[config.mk]
export PLATFORM = sky130hd
export DESIGN_NAME = led_seq_ctrl
export DESIGN_NICKNAME = d
export VERILOG_FILES = /design/src/rtl/led_pkg.sv /design/src/rtl/led_slot_timer.sv /design/src/rtl/led_seq_ctrl.sv
export SDC_FILE = /design/constraint.sdc
export NUM_CORES = 1
export LEC_CHECK = 0
export BUFFER_PORTS_ARGS = -buffer_cell sky130_fd_sc_hd__buf_4
export CORE_UTILIZATION = 35
export DETAILED_ROUTE_END_ITERATION = 16
export HOLD_SLACK_MARGIN = 0.15
export PLACE_DENSITY_LB_ADDON = 0.05
export SYNTH_ARGS = -nofsm -noshare
export SYNTH_HDL_FRONTEND = slang
export SYNTH_HIERARCHICAL = 1
export SYNTH_SLANG_ARGS = --single-unit
[constraint.sdc]
create_clock -name Clk -period 5.2 [get_ports Clk]
set_clock_uncertainty 0.2 [all_clocks]
set_input_delay 0.52 -clock Clk [delete_from_list [all_inputs] [get_ports Clk]]
set_output_delay 0.52 -clock Clk [all_outputs]
set_load 0.02 [all_outputs]
[src/rtl/led_pkg.sv]
// -----------------------------------------------------------------------------
// led_pkg : shared constants and types for the LED pattern sequencer.
//   Default geometry (slots per period, slot-time width), FSM state codes,
//   the stop-command encoding and the parsed-command record.
// -----------------------------------------------------------------------------
package led_pkg;

   localparam int N_SLOTS_DEF = 8;
   localparam int TIME_W_DEF  = 32;

   // FSM state codes
   localparam logic [0:0] ST_IDLE = 1'b0;
   localparam logic [0:0] ST_RUN  = 1'b1;

   // A slot time of zero means "stop the sequencer"
   localparam int STOP_TIME = 0;

   // One parsed command as delivered by the UART parser
   typedef struct packed {
      logic [N_SLOTS_DEF-1:0] ctrl;
      logic [TIME_W_DEF-1:0]  slot_time;
   } led_cmd_t;

endpackage : led_pkg

[src/rtl/led_slot_timer.sv]
// -----------------------------------------------------------------------------
// led_slot_timer : slot-length counter for the LED sequencer.
//   Counts 0 .. i_limit-1 while enabled and flags the last cycle of each slot
//   with o_tc. i_load restarts the count at zero. The counter never exceeds
//   i_limit-1, so i_limit = 2^TIME_W-1 runs without overflow.
// -----------------------------------------------------------------------------
module led_slot_timer #(
   parameter int TIME_W = 32
) (
   input  logic              Clk,
   input  logic              Reset_n,
   input  logic              i_en,
   input  logic              i_load,
   input  logic [TIME_W-1:0] i_limit,
   output logic              o_tc
);

   logic [TIME_W-1:0] r_cnt;
   logic [TIME_W-1:0] w_last;

   assign w_last = i_limit - TIME_W'(1);
   assign o_tc   = i_en && (r_cnt == w_last);

   // Slot counter: restart on load or terminal count, else count while enabled
   always_ff @(posedge Clk or negedge Reset_n) begin
      if (!Reset_n) begin
         r_cnt <= '0;
      end else if (i_load || o_tc) begin
         // NOTE: sequential state uses <= so every flop samples pre-edge values.
         r_cnt <= '0;
      end else if (i_en) begin
         r_cnt <= r_cnt + TIME_W'(1);
      end
   end

endmodule : led_slot_timer

[src/rtl/led_seq_ctrl.sv]
// -----------------------------------------------------------------------------
// led_seq_ctrl : plays an N_SLOTS-bit pattern on one LED, one bit per slot,
//   bit0 first, repeating. New commands are held until the period boundary so
//   a pattern is never torn; a command arriving on the boundary cycle itself
//   is applied at that edge. A slot time of zero stops after the current
//   period.
// Build option: LED_SEQ_STATUS_EN adds period_done, a one-cycle pulse after
//   every completed period (including the last one before a stop).
// -----------------------------------------------------------------------------
module led_seq_ctrl
   import led_pkg::*;
#(
   parameter int N_SLOTS = N_SLOTS_DEF,
   parameter int TIME_W  = TIME_W_DEF
) (
   input  logic               Clk,
   input  logic               Reset_n,
   input  logic               cmd_valid,
   input  logic [N_SLOTS-1:0] cmd_ctrl,
   input  logic [TIME_W-1:0]  cmd_time,
   output logic               Led,
   output logic               busy,
   output logic               cmd_pending
`ifdef LED_SEQ_STATUS_EN
   ,output logic              period_done
`endif
);

   localparam int               SLOT_W    = (N_SLOTS > 1) ? $clog2(N_SLOTS) : 1;
   localparam logic [SLOT_W-1:0] LAST_SLOT = SLOT_W'(N_SLOTS - 1);

   logic [0:0]         r_state;
   logic [SLOT_W-1:0]  r_slot;
   logic [N_SLOTS-1:0] r_act_ctrl;
   logic [TIME_W-1:0]  r_act_time;
   logic [N_SLOTS-1:0] r_pend_ctrl;
   logic [TIME_W-1:0]  r_pend_time;
   logic               r_pending;

   logic               w_run;
   logic               w_tc;
   logic               w_boundary;
   logic               w_start;
   logic               w_nxt_avail;
   logic [N_SLOTS-1:0] w_nxt_ctrl;
   logic [TIME_W-1:0]  w_nxt_time;

   assign w_run      = (r_state == ST_RUN);
   assign w_boundary = w_run && w_tc && (r_slot == LAST_SLOT);
   assign w_start    = !w_run && cmd_valid && (cmd_time != TIME_W'(STOP_TIME));

   // Command seen at the boundary: a same-cycle command beats the buffered one
   always_comb begin
      // NOTE: every always_comb output gets a default first so no latch is inferred.
      w_nxt_avail = r_pending;
      w_nxt_ctrl  = r_pend_ctrl;
      w_nxt_time  = r_pend_time;
      if (cmd_valid) begin
         w_nxt_avail = 1'b1;
         w_nxt_ctrl  = cmd_ctrl;
         w_nxt_time  = cmd_time;
      end
   end

   led_slot_timer #(
      .TIME_W (TIME_W)
   ) u_slot_timer (
      .Clk     (Clk),
      .Reset_n (Reset_n),
      .i_en    (w_run),
      .i_load  (w_start),
      .i_limit (r_act_time),
      .o_tc    (w_tc)
   );

   // FSM, slot index and active/pending command registers
   always_ff @(posedge Clk or negedge Reset_n) begin
      if (!Reset_n) begin
         r_state     <= ST_IDLE;
         r_slot      <= '0;
         r_act_ctrl  <= '0;
         r_act_time  <= '0;
         r_pend_ctrl <= '0;
         r_pend_time <= '0;
         r_pending   <= 1'b0;
      end else begin
         case (r_state)
            ST_IDLE: begin
               if (w_start) begin
                  r_state    <= ST_RUN;
                  r_act_ctrl <= cmd_ctrl;
                  r_act_time <= cmd_time;
                  r_slot     <= '0;
               end
            end
            ST_RUN: begin
               if (w_boundary) begin
                  r_slot    <= '0;
                  r_pending <= 1'b0;
                  if (w_nxt_avail) begin
                     if (w_nxt_time == TIME_W'(STOP_TIME)) begin
                        r_state <= ST_IDLE;
                     end else begin
                        r_act_ctrl <= w_nxt_ctrl;
                        r_act_time <= w_nxt_time;
                     end
                  end
               end else begin
                  if (w_tc) begin
                     r_slot <= r_slot + SLOT_W'(1);
                  end
                  if (cmd_valid) begin
                     r_pend_ctrl <= cmd_ctrl;
                     r_pend_time <= cmd_time;
                     r_pending   <= 1'b1;
                  end
               end
            end
            default: r_state <= ST_IDLE;
         endcase
      end
   end

`ifdef LED_SEQ_STATUS_EN
   logic r_period_done;

   // One-cycle pulse after the edge that closes each period
   always_ff @(posedge Clk or negedge Reset_n) begin
      if (!Reset_n) begin
         r_period_done <= 1'b0;
      end else begin
         r_period_done <= w_boundary;
      end
   end

   assign period_done = r_period_done;
`endif

   assign Led         = w_run ? r_act_ctrl[r_slot] : 1'b0;
   assign busy        = w_run;
   assign cmd_pending = r_pending;

endmodule : led_seq_ctrl

==> flow_metrics.tcl, run 1 <==
set metrics [dict create \
    final_nets 721 \
    critPathLaunchType "register" \
    synth.most_common_cell "dfrtp_1" \
    grt_pass1_wl_mm 28.4 \
    synth_largest_type_area_fraction_pct 41.6 \
    setup_violations 0 \
    cp.buffers_inverters 3 \
    critPathRequiredTime_ns 5.30 \
    yosysTopAreaCell "dfrtp_1" \
    drive_gt1_share_pct 35.5 \
    antenna_cells 0 \
    max_freq_mhz 226 \
    vias 4856 \
    fp-row-count 51 \
    hold_viol_final 0 \
    synth-edff-count 0 \
    cts_max_level 4 \
    cp_top_family "simple AND/OR/NAND/NOR gates" \
    min_period_ns 4.42 \
    fillers 1855 \
    firstDrtPassIters 4 \
    netlist_area_mm2 0.00703 \
    synthFlopType "dfrtp_1" \
    finalCritPeriodShare_pct 85.0 \
    crit_slowest_cell "buf_4" \
    end_kind "register" \
    pin_count 46 \
    grt.total_usage_pct 18.3 \
    syn_inst 598 \
    synthArstFlopShare_pct 100 \
    cp.arrival_ns 4.52 \
    slew_viol_final 0 \
    cts_root_buffer "clkbuf_16" \
    dp_hpwl_mm 12.0 \
    antenna_found_initial 0 \
    worst_pin_slew_ns 1.08 \
    grt_pass1_vias 4987 \
    crit_chain "inv_1 -> ha_1 -> nor3b_1 -> nand4_1 -> nor4_1 -> xnor2_1 -> a2111oi_2 -> nand4_1 -> nor4b_4 -> buf_4 -> a21oi_4 -> buf_4 -> mux2_2" \
    cts_tree "done" \
    slew_headroom_pct 28.1 \
    postSynthAreaPerCell_um2 11.8 \
    wl_mm 17.4 \
    cts_resized 0 \
    critPathKind "reg -> reg" \
    outcome "complete, no violations" \
    die-width_um 144 \
    clock_latency_ns 0.42 \
    multiInputGateArea_mm2 0.00385 \
    clkTransAtPathRegs_ns 0.06 \
    cap_violations 0 \
    core_mm2 0.0196 \
    worstPathMaxFanout 40 \
    synthTopCellsByCount "117 x dfrtp_1, 81 x mux2_2, 40 x mux2_4" \
    synth-seq-area-share_pct 41.6 \
    overflow 0 \
    viasPerCell 5.10 \
    crit_path_max_incr_delay_ns 0.52 \
    cts_buffers 17 \
    yosysUniqueCellTypes 64 \
    grt_setup_unrepaired "false" \
    postCtsSetupBuffers 0 \
    clock_sinks 117 \
    synth.area.top_cells "dfrtp_1 42%, mux2_2 13%, mux2_4 8.5%, xnor2_1 4.5%, xor2_1 4.2%" \
    ys_warn_count 6 \
    grt_max_degree 64 \
    initial_core_util_pct 35.9 \
    finalSetupTns_ns 0 \
    pre_cts_slack_ns 0.766 \
    clockBufferDepth 2 \
    hold_path.class "in -> reg" \
    fp.dieH_um 144 \
    syn_nets 645 \
    antenna_left 0 \
    ir_worst_vdd_v 0.000196 \
    ys_ff_latch 117 \
    regArea_mm2 0.00293 \
    drc 0 \
    p_leak_nw 3.44 \
    initialDrtViolationCount 319 \
    setup_ws_ns 0.783 \
    p_per_area_mw_per_mm2 325 \
    wire_per_inst_um 18.2 \
    gp_congestion 0.844 \
    area_growth_pct 19.7 \
    place.port_buffers 45 \
    die-area_mm2 0.0207 \
]
[report_power, final]
| group | switching (W) | internal (W) | total [W] |
|---|---|---|---|
| clock | 0.000483 | 0.000635 | 0.00112 |
| sequential | 0.000147 | 0.00101 | 0.00116 |
| combinational | 0.000209 | 0.000254 | 0.000463 |
[final timing paths]
kind	slack, ns	to	cells after the start	start
max	0.78	r_pend_time[1]	13	r_act_time[0]
min	0.17	r_pend_time[17]	2	cmd_time[17]
max reg2reg	0.78	r_pend_time[1]	13	r_act_time[0]
min reg2reg	0.30	r_pend_ctrl[4]	1	r_pend_ctrl[4]
max in group asynchronous	2.95	r_act_ctrl[5]	3	Reset_n
min in group asynchronous	0.57	u_slot_timer/r_cnt[4]	2	Reset_n
[kinds of logic after synthesis]
group / share of synthesized area (%)
DFF: 41.6
buffers and inverters: 3.72
xor gates and xnor gates: 8.72
AOI/OAI and AO/OA: 4.29
and+or+nand+nor: 18.0
adders and majority gates: 0.712
muxes: 22.9
[layout by cell type (no fill, tap or decap), types with 3 or more instances in the layout]
| cell | Yosys | routed |
|---|---|---|
| dfrtp_1 | 117 | 117 |
| mux2_2 | 81 | 81 |
| buf_4 | 0 | 50 |
| mux2_4 | 40 | 40 |
| xnor2_1 | 36 | 36 |
| xor2_1 | 34 | 34 |
| dlygate4sd3_1 | 0 | 33 |
| nor2_1 | 31 | 31 |
| nor3_1 | 23 | 23 |
| nor3_2 | 21 | 21 |
| nand3_1 | 19 | 19 |
| nand2_1 | 18 | 18 |
| clkbuf_16 | 0 | 17 |
| nor4_1 | 16 | 16 |
| nand4_1 | 16 | 16 |
| or4_1 | 13 | 13 |
| inv_1 | 11 | 11 |
| and3_1 | 10 | 10 |
| o21ai_0 | 8 | 8 |
| inv_6 | 0 | 6 |
| mux2i_1 | 5 | 5 |
| a21oi_1 | 6 | 5 |
| and4_1 | 4 | 4 |
| o211ai_1 | 4 | 4 |
| a31oi_1 | 4 | 4 |
| ha_1 | 4 | 4 |
| clkinvlp_4 | 0 | 3 |
| clkinv_4 | 0 | 3 |
| nand2b_1 | 4 | 3 |
| nor2b_1 | 3 | 3 |
[layer usage]
| layer | wire length (um) | vias up | global-route usage, % |
|---|---|---|---|
| met1 | 8660 | 2407 | 26.0 |
| met2 | 7980 | 73 | 28.0 |
| li1 | - | 2363 | - |
| met4 | 194 | 0 | 6.10 |
| met5 | 0 | - | 0 |
| met3 | 541 | 13 | 3.33 |
[flip-flops by register name, indices dropped and copies added (netlist names)]
name	count
r_act_ctrl	8
cmd_pending	1
r_slot	3
r_act_time	32
r_pend_time	32
u_slot_timer/r_cnt	32
r_pend_ctrl	8
busy	1
[layout make-up]
class | instances | share of cell area [%]
multi-input cells | 444 | 45.8
flip-flops and latches | 117 | 34.8
well taps | 265 | 3.94
repair buffers | 83 | 8.38
inverters | 11 | 0.490
clock buffers | 18 | 5.22
clock inverters | 14 | 1.40
[timing repair]
| action | CTS | global route |
|---|---|---|
| endpoints found under the hold margin | 94 | 0 |
| endpoints found under the setup margin | 0 | 0 |
| hold buffers | 33 | 0 |
[stage by stage]
| stage | cells | utilization, % | power, W | instance area, um^2 | hold WS, ns |
|---|---|---|---|---|---|
| 3_5_place_dp | 887 | 38.4 | 0.00162 | 7530 | 0.292 |
| 5_1_grt | 952 | 43.0 | 0.00288 | 8420 | 0.159 |
| 6_report | 952 | 43.0 | 0.00274 | 8420 | 0.169 |
| 3_3_place_gp | 887 | 38.4 | 0.00161 | 7530 | 0.287 |
| 2_1_floorplan | 598 | - | 0.00146 | 7030 | 0.0244 |
| 4_1_cts | 952 | 43.0 | 0.00277 | 8420 | 0.150 |
[worst reg2reg max path: stages (launching register included)]
cell and delay, ns:
dfrtp_1 0.45, inv_1 0.09, ha_1 0.17, nor3b_1 0.46, nand4_1 0.22, nor4_1 0.36
xnor2_1 0.14, a2111oi_2 0.28, nand4_1 0.24, nor4b_4 0.37, buf_4 0.53, a21oi_4 0.10
buf_4 0.31, mux2_2 0.39
No activity file was read; power rests on OpenSTA's default activity.
==> inputs of run 2 (changes only) <==
==> constraint.sdc (replaced) <==
create_clock -name Clk -period 3.6 [get_ports Clk]
set_clock_uncertainty 0.2 [all_clocks]
set_input_delay 0.36 -clock Clk [delete_from_list [all_inputs] [get_ports Clk]]
set_output_delay 0.36 -clock Clk [all_outputs]
set_load 0.02 [all_outputs]
==> run 2 against run 1 <==
The flow now finishes with violations (negative setup slack). Clock-buffer cell count shrank 1. Non-clock buffer count grew 74. Cell count grew 7.8%. Die area is the same. Sequential power grew 41%. Power grew 58%. Register-to-register slack lost 1.1 ns.
==> flow_metrics.tcl, run 2 (synthesis gave the netlist of run 1 again) <==
set metrics [dict create \
    final_nets 795 \
    sequentialPowerShare_pct 37.8 \
    cts_max_level 4 \
    end_kind "register" \
    cp.arrival_ns 4.02 \
    swShare_pct 30.3 \
    critPathLaunchType "register" \
    viasPerCell 5.08 \
    firstDrtPassIters 4 \
    die-width_um 144 \
    cap_violations 0 \
    slew_headroom_pct 29.5 \
    grt.total_usage_pct 19.4 \
    hold_path.class "reg -> reg" \
    core_mm2 0.0196 \
    initial_core_util_pct 35.9 \
    clock_sinks 117 \
    antenna_left 0 \
    clock_latency_ns 0.42 \
    hold_viol_final 0 \
    fp-row-count 51 \
    outcome "finished, violations left" \
    setup_ws_ns -0.319 \
    place.port_buffers 45 \
    worst_pin_slew_ns 1.06 \
    whs_ns 0.302 \
    clkTransAtPathRegs_ns 0.06 \
    p_sw_w 0.00131 \
    fp.dieH_um 144 \
    cts_root_buffer "clkbuf_16" \
    drc 0 \
    fin_area_mm2 0.00958 \
    antenna_cells 0 \
    grt_setup_unrepaired "true" \
    die-area_mm2 0.0207 \
    finalSetupTns_ns -22.64 \
    cts_tree "done" \
    worstPathMaxFanout 16 \
    pwr-share-comb_pct 21.2 \
    drive_gt1_share_pct 43.2 \
    p_per_area_mw_per_mm2 451 \
    cp-startpoint "r_act_time[16]" \
    gp_congestion 0.871 \
    placed_area_mm2 0.00807 \
    dp_hpwl_mm 13.2 \
    hp-start "r_pend_ctrl[5]" \
    vias 5211 \
    initialDrtViolationCount 155 \
    antenna_found_initial 0 \
    rrSetupSlack_ns -0.32 \
    critPathKind "reg -> reg" \
    grt_pass1_vias 5415 \
    pin_count 46 \
    final_common_cell "dfrtp_1" \
    setup_violations 115 \
    finalCritPeriodShare_pct 109 \
    p_leak_nw 3.93 \
    overflow 0 \
    final_cell_mix "117 x dfrtp_1, 97 x buf_4, 79 x mux2_2, 42 x mux2_4, 42 x dlygate4sd3_1" \
    reg.largest.list "r_act_time (32), r_pend_time (32), u_slot_timer/r_cnt (32)" \
    max_freq_mhz 255 \
    r2r-start "r_act_time[16]" \
    ir_worst_vdd_v 0.000293 \
    worst-r2r-cell-count 12 \
    min_period_ns 3.92 \
    wl_mm 18.8 \
    grt_max_degree 53 \
    cts_buffers 17 \
    pwr-share-clk_pct 41.0 \
    failed_checks "negative setup slack" \
    clockBufferDepth 2 \
    power.internal_w 0.00301 \
    wire_per_inst_um 18.4 \
    reg2reg_to "r_act_time[6]" \
    grt_pass1_wl_mm 29.7 \
    slew_viol_final 0 \
    crit_path_end "r_act_time[6]" \
    critPathRequiredTime_ns 3.70 \
    area_growth_pct 36.2 \
]
-- run 2: metrics by stage --
step	setup slack [ns]	instances	power, W	util (%)
2_1_floorplan	-0.292	598	0.00212	-
3_3_place_gp	-0.125	942	0.00241	41.2
3_5_place_dp	-0.256	942	0.00243	41.2
4_1_cts	-0.272	1025	0.00429	47.5
5_1_grt	-0.397	1026	0.00453	48.9
6_report	-0.319	1026	0.00432	48.9
-- run 2: power groups by stage --
stage | registers [W] | clock network, W | logic, W
finish | 0.00163 | 0.00177 | 0.000915
global route | 0.00166 | 0.00188 | 0.000997
floorplan | 0.00160 | 0 | 0.000528
detailed placement | 0.00165 | 0 | 0.000778
CTS | 0.00163 | 0.00182 | 0.000834
global placement | 0.00165 | 0 | 0.000764
-- run 2: routing by layer --
layer  part of all wire (%)  global-route usage, %
met5                      0                      0
met4                    1.4                   6.05
met3                    2.4                   3.87
met2                     48                   31.8
met1                     48                   25.5
-- run 2: cell type report --
cell class / instances / area (um^2)
Clock buffer: 17 / 425
Clock inverter: 15 / 183
Fill cell: 1763 / 10000
Inverter: 11 / 41.3
Multi-Input combinational cell: 444 / 4160
Sequential cell: 117 / 2930
Tap cell: 265 / 332
Timing Repair Buffer: 157 / 1510
-- run 2: worst min-delay path by stage --
stage	slack, ns	cells past startpoint	endpoint
final	0.30	1	r_pend_ctrl[5]
after global routing	0.31	1	r_pend_ctrl[4]
after CTS	0.31	1	r_pend_ctrl[5]
after detailed placement	0.26	1	u_slot_timer/r_cnt[7]
after global placement	0.26	1	u_slot_timer/r_cnt[6]
after floorplan	-0.14	0	busy
-- run 2: timing repair --
action	CTS	global route
endpoints found under the hold margin	128	0
hold buffers	42	0
buffers inserted	5	3
cloned	4	1
pin swaps	2	35
resized for setup	14	49
setup endpoints to repair	112	116
-- run 2: critical path, stage by stage (launching register included) --
cell	delay (ns)
dfrtp_1	0.38
or3_4	0.40
or4_4	0.45
a2111oi_4	0.31
o211ai_1	0.16
a2111oi_2	0.23
nand4_1	0.23
nor4b_4	0.47
o2111ai_2	0.18
nand2_2	0.10
o31a_4	0.19
buf_12	0.18
mux2_4	0.31
==> inputs of run 3 (changes only) <==
--- a/config.mk
+++ b/config.mk
@@ -6,9 +6,9 @@
 export NUM_CORES = 1
 export LEC_CHECK = 0
 export BUFFER_PORTS_ARGS = -buffer_cell sky130_fd_sc_hd__buf_4
-export CORE_UTILIZATION = 35
+export CORE_UTILIZATION = 50
 export DETAILED_ROUTE_END_ITERATION = 16
-export HOLD_SLACK_MARGIN = 0.15
+export HOLD_SLACK_MARGIN = 0.02
 export PLACE_DENSITY_LB_ADDON = 0.05
 export SYNTH_ARGS = -nofsm -noshare
 export SYNTH_HDL_FRONTEND = slang
==> run 3 against run 2 <==
The flow still finishes with violations (negative setup slack). Worst setup slack better by 0.12 ns. Cell count shrank 9.6%. Routed wire length down 9.0%. Die area fell by 30%. Sequential power about the same. Sequential cell count unchanged. Combinational power down 15%. Cell area down 6.1%. Largest power group unchanged.
==> flow_metrics.tcl, run 3 (synthesis gave the netlist of run 1 again) <==
set metrics [dict create \
    core_mm2 0.0135 \
    initialDrtViolationCount 247 \
    antenna_found_initial 0 \
    min_path_cells 3 \
    pin_count 46 \
    clock_latency_ns 0.42 \
    cts_max_level 4 \
    place.port_buffers 45 \
    crit_slowest_cell "or4_4" \
    r2r-start "r_act_time[16]" \
    fp-row-count 42 \
    area_growth_pct 27.9 \
    clockBufferDepth 2 \
    max_freq_mhz 263 \
    failed_checks "negative setup slack" \
    critPathLaunchType "register" \
    gp_congestion 0.892 \
    viasPerCell 5.67 \
    final_nets 785 \
    wl_mm 17.1 \
    pwr-share-clk_pct 41.3 \
    die-width_um 121 \
    vias 5255 \
    whs_ns 0.130 \
    reg2reg_to "r_act_time[20]" \
    worstPathMaxFanout 17 \
    min_period_ns 3.80 \
    ir_worst_vdd_v 0.000316 \
    pwr-share-comb_pct 18.8 \
    fp.dieH_um 121 \
    die-area_mm2 0.0145 \
    dp_hpwl_mm 12.2 \
    rrSetupSlack_ns -0.20 \
    worst-r2r-cell-count 12 \
    drive_gt1_share_pct 40.5 \
    outcome "finished, violations left" \
    cap_violations 0 \
    cts_root_buffer "clkbuf_16" \
    cts_buffers 17 \
    hold_path.class "in -> reg" \
    grt_pass1_wl_mm 28.3 \
    critPathRequiredTime_ns 3.70 \
    p_per_area_mw_per_mm2 458 \
    slew_viol_final 0 \
    firstDrtPassIters 5 \
    power.internal_w 0.00291 \
    grt_pass1_vias 5428 \
    antenna_left 0 \
    grt_setup_unrepaired "true" \
    grt.total_usage_pct 25.6 \
    overflow 0 \
    p_sw_w 0.00121 \
    cts_tree "done" \
    clock_sinks 117 \
    swShare_pct 29.3 \
    setup_ws_ns -0.203 \
    clkTransAtPathRegs_ns 0.06 \
    sequentialPowerShare_pct 39.9 \
    cp.arrival_ns 3.91 \
    final_common_cell "dfrtp_1" \
    reg.largest.list "r_act_time (32), r_pend_time (32), u_slot_timer/r_cnt (32)" \
    cp-startpoint "r_act_time[16]" \
    worst_pin_slew_ns 1.06 \
    crit_chain "or3_4 -> or4_4 -> a2111oi_4 -> o211ai_1 -> a2111oi_2 -> nand4_1 -> nor4b_4 -> o2111ai_2 -> nand2_2 -> o31a_4 -> buf_12 -> mux2_4" \
    setup_violations 80 \
    p_total_w 0.00412 \
    final_cell_mix "117 x dfrtp_1, 98 x buf_4, 81 x mux2_2, 41 x dlygate4sd3_1, 40 x mux2_4" \
    wire_per_inst_um 18.5 \
    hold_viol_final 0 \
    slew_headroom_pct 29.1 \
    finalCritPeriodShare_pct 106 \
    drc 0 \
    crit_path_end "r_act_time[20]" \
    critPathKind "reg -> reg" \
    final_util_pct 66.8 \
    grt_max_degree 41 \
    end_kind "register" \
    initial_core_util_pct 52.3 \
    crit_path_max_incr_delay_ns 0.46 \
    antenna_cells 0 \
    p_leak_nw 3.81 \
]
[run 3: per-layer routing]
metal	up-vias	share of wire, %	track usage, %	routed length [um]
li1	2498	-	-	-
met1	2625	46	33.7	7860
met2	114	49	42.3	8450
met3	18	3.3	5.19	567
met4	0	1.5	7.79	255
met5	-	0	0	0
[run 3: how the worst min path moves through the flow]
stage | slack [ns] | from | to
after detailed placement | 0.16 | Reset_n | u_slot_timer/r_cnt[2]
after global placement | 0.15 | Reset_n | u_slot_timer/r_cnt[2]
after CTS | 0.11 | cmd_valid | cmd_pending
final | 0.13 | cmd_valid | cmd_pending
after floorplan | -0.14 | Reset_n | busy
after global routing | 0.15 | cmd_valid | cmd_pending
[run 3: final cells by class]
class,instances,area [um^2]
fill,1021,4460
inverter,11,41.3
clock buffer,17,425
timing repair buffer,147,1310
sequential,117,2930
clock inverter,15,166
multi-input combinational,444,3900
tap,176,220
[run 3: power groups by stage]
stage	registers (W)	logic [W]	clock network, W
floorplan	0.00160	0.000528	0
global placement	0.00165	0.000713	0
detailed placement	0.00166	0.000735	0
CTS	0.00164	0.000777	0.00173
global route	0.00167	0.000849	0.00179
finish	0.00164	0.000775	0.00170
[run 3: per-stage QoR]
stage	setup TNS [ns]	setup slack, ns	std cells	instance area, um^2
after floorplan	-11.85	-0.292	598	7090
after global placement	-2.56	-0.0774	851	7930
after detailed placement	-7.46	-0.189	851	7930
after CTS	-7.75	-0.205	925	8940
after global routing	-23.63	-0.386	927	8990
final	-9.75	-0.203	927	8990
[run 3: worst max-delay path, delay by kind of cell (launching register included)]
kind	cells	cell delay (ns)
AOI/OAI and AO/OA	5	1.07
buffers and inverters	1	0.18
muxes	1	0.32
and+or+nand+nor	5	1.53
DFF	1	0.38
[run 3: timing repair]
item | 4_1_cts | 5_1_grt
cloned | 0 | 1
resized for setup | 1 | 3
pin swaps | 0 | 0
buffers inserted | 1 | 1
endpoints found under the setup margin | 107 | 114
hold buffers | 41 | 0
endpoints found under the hold margin | 76 | 0
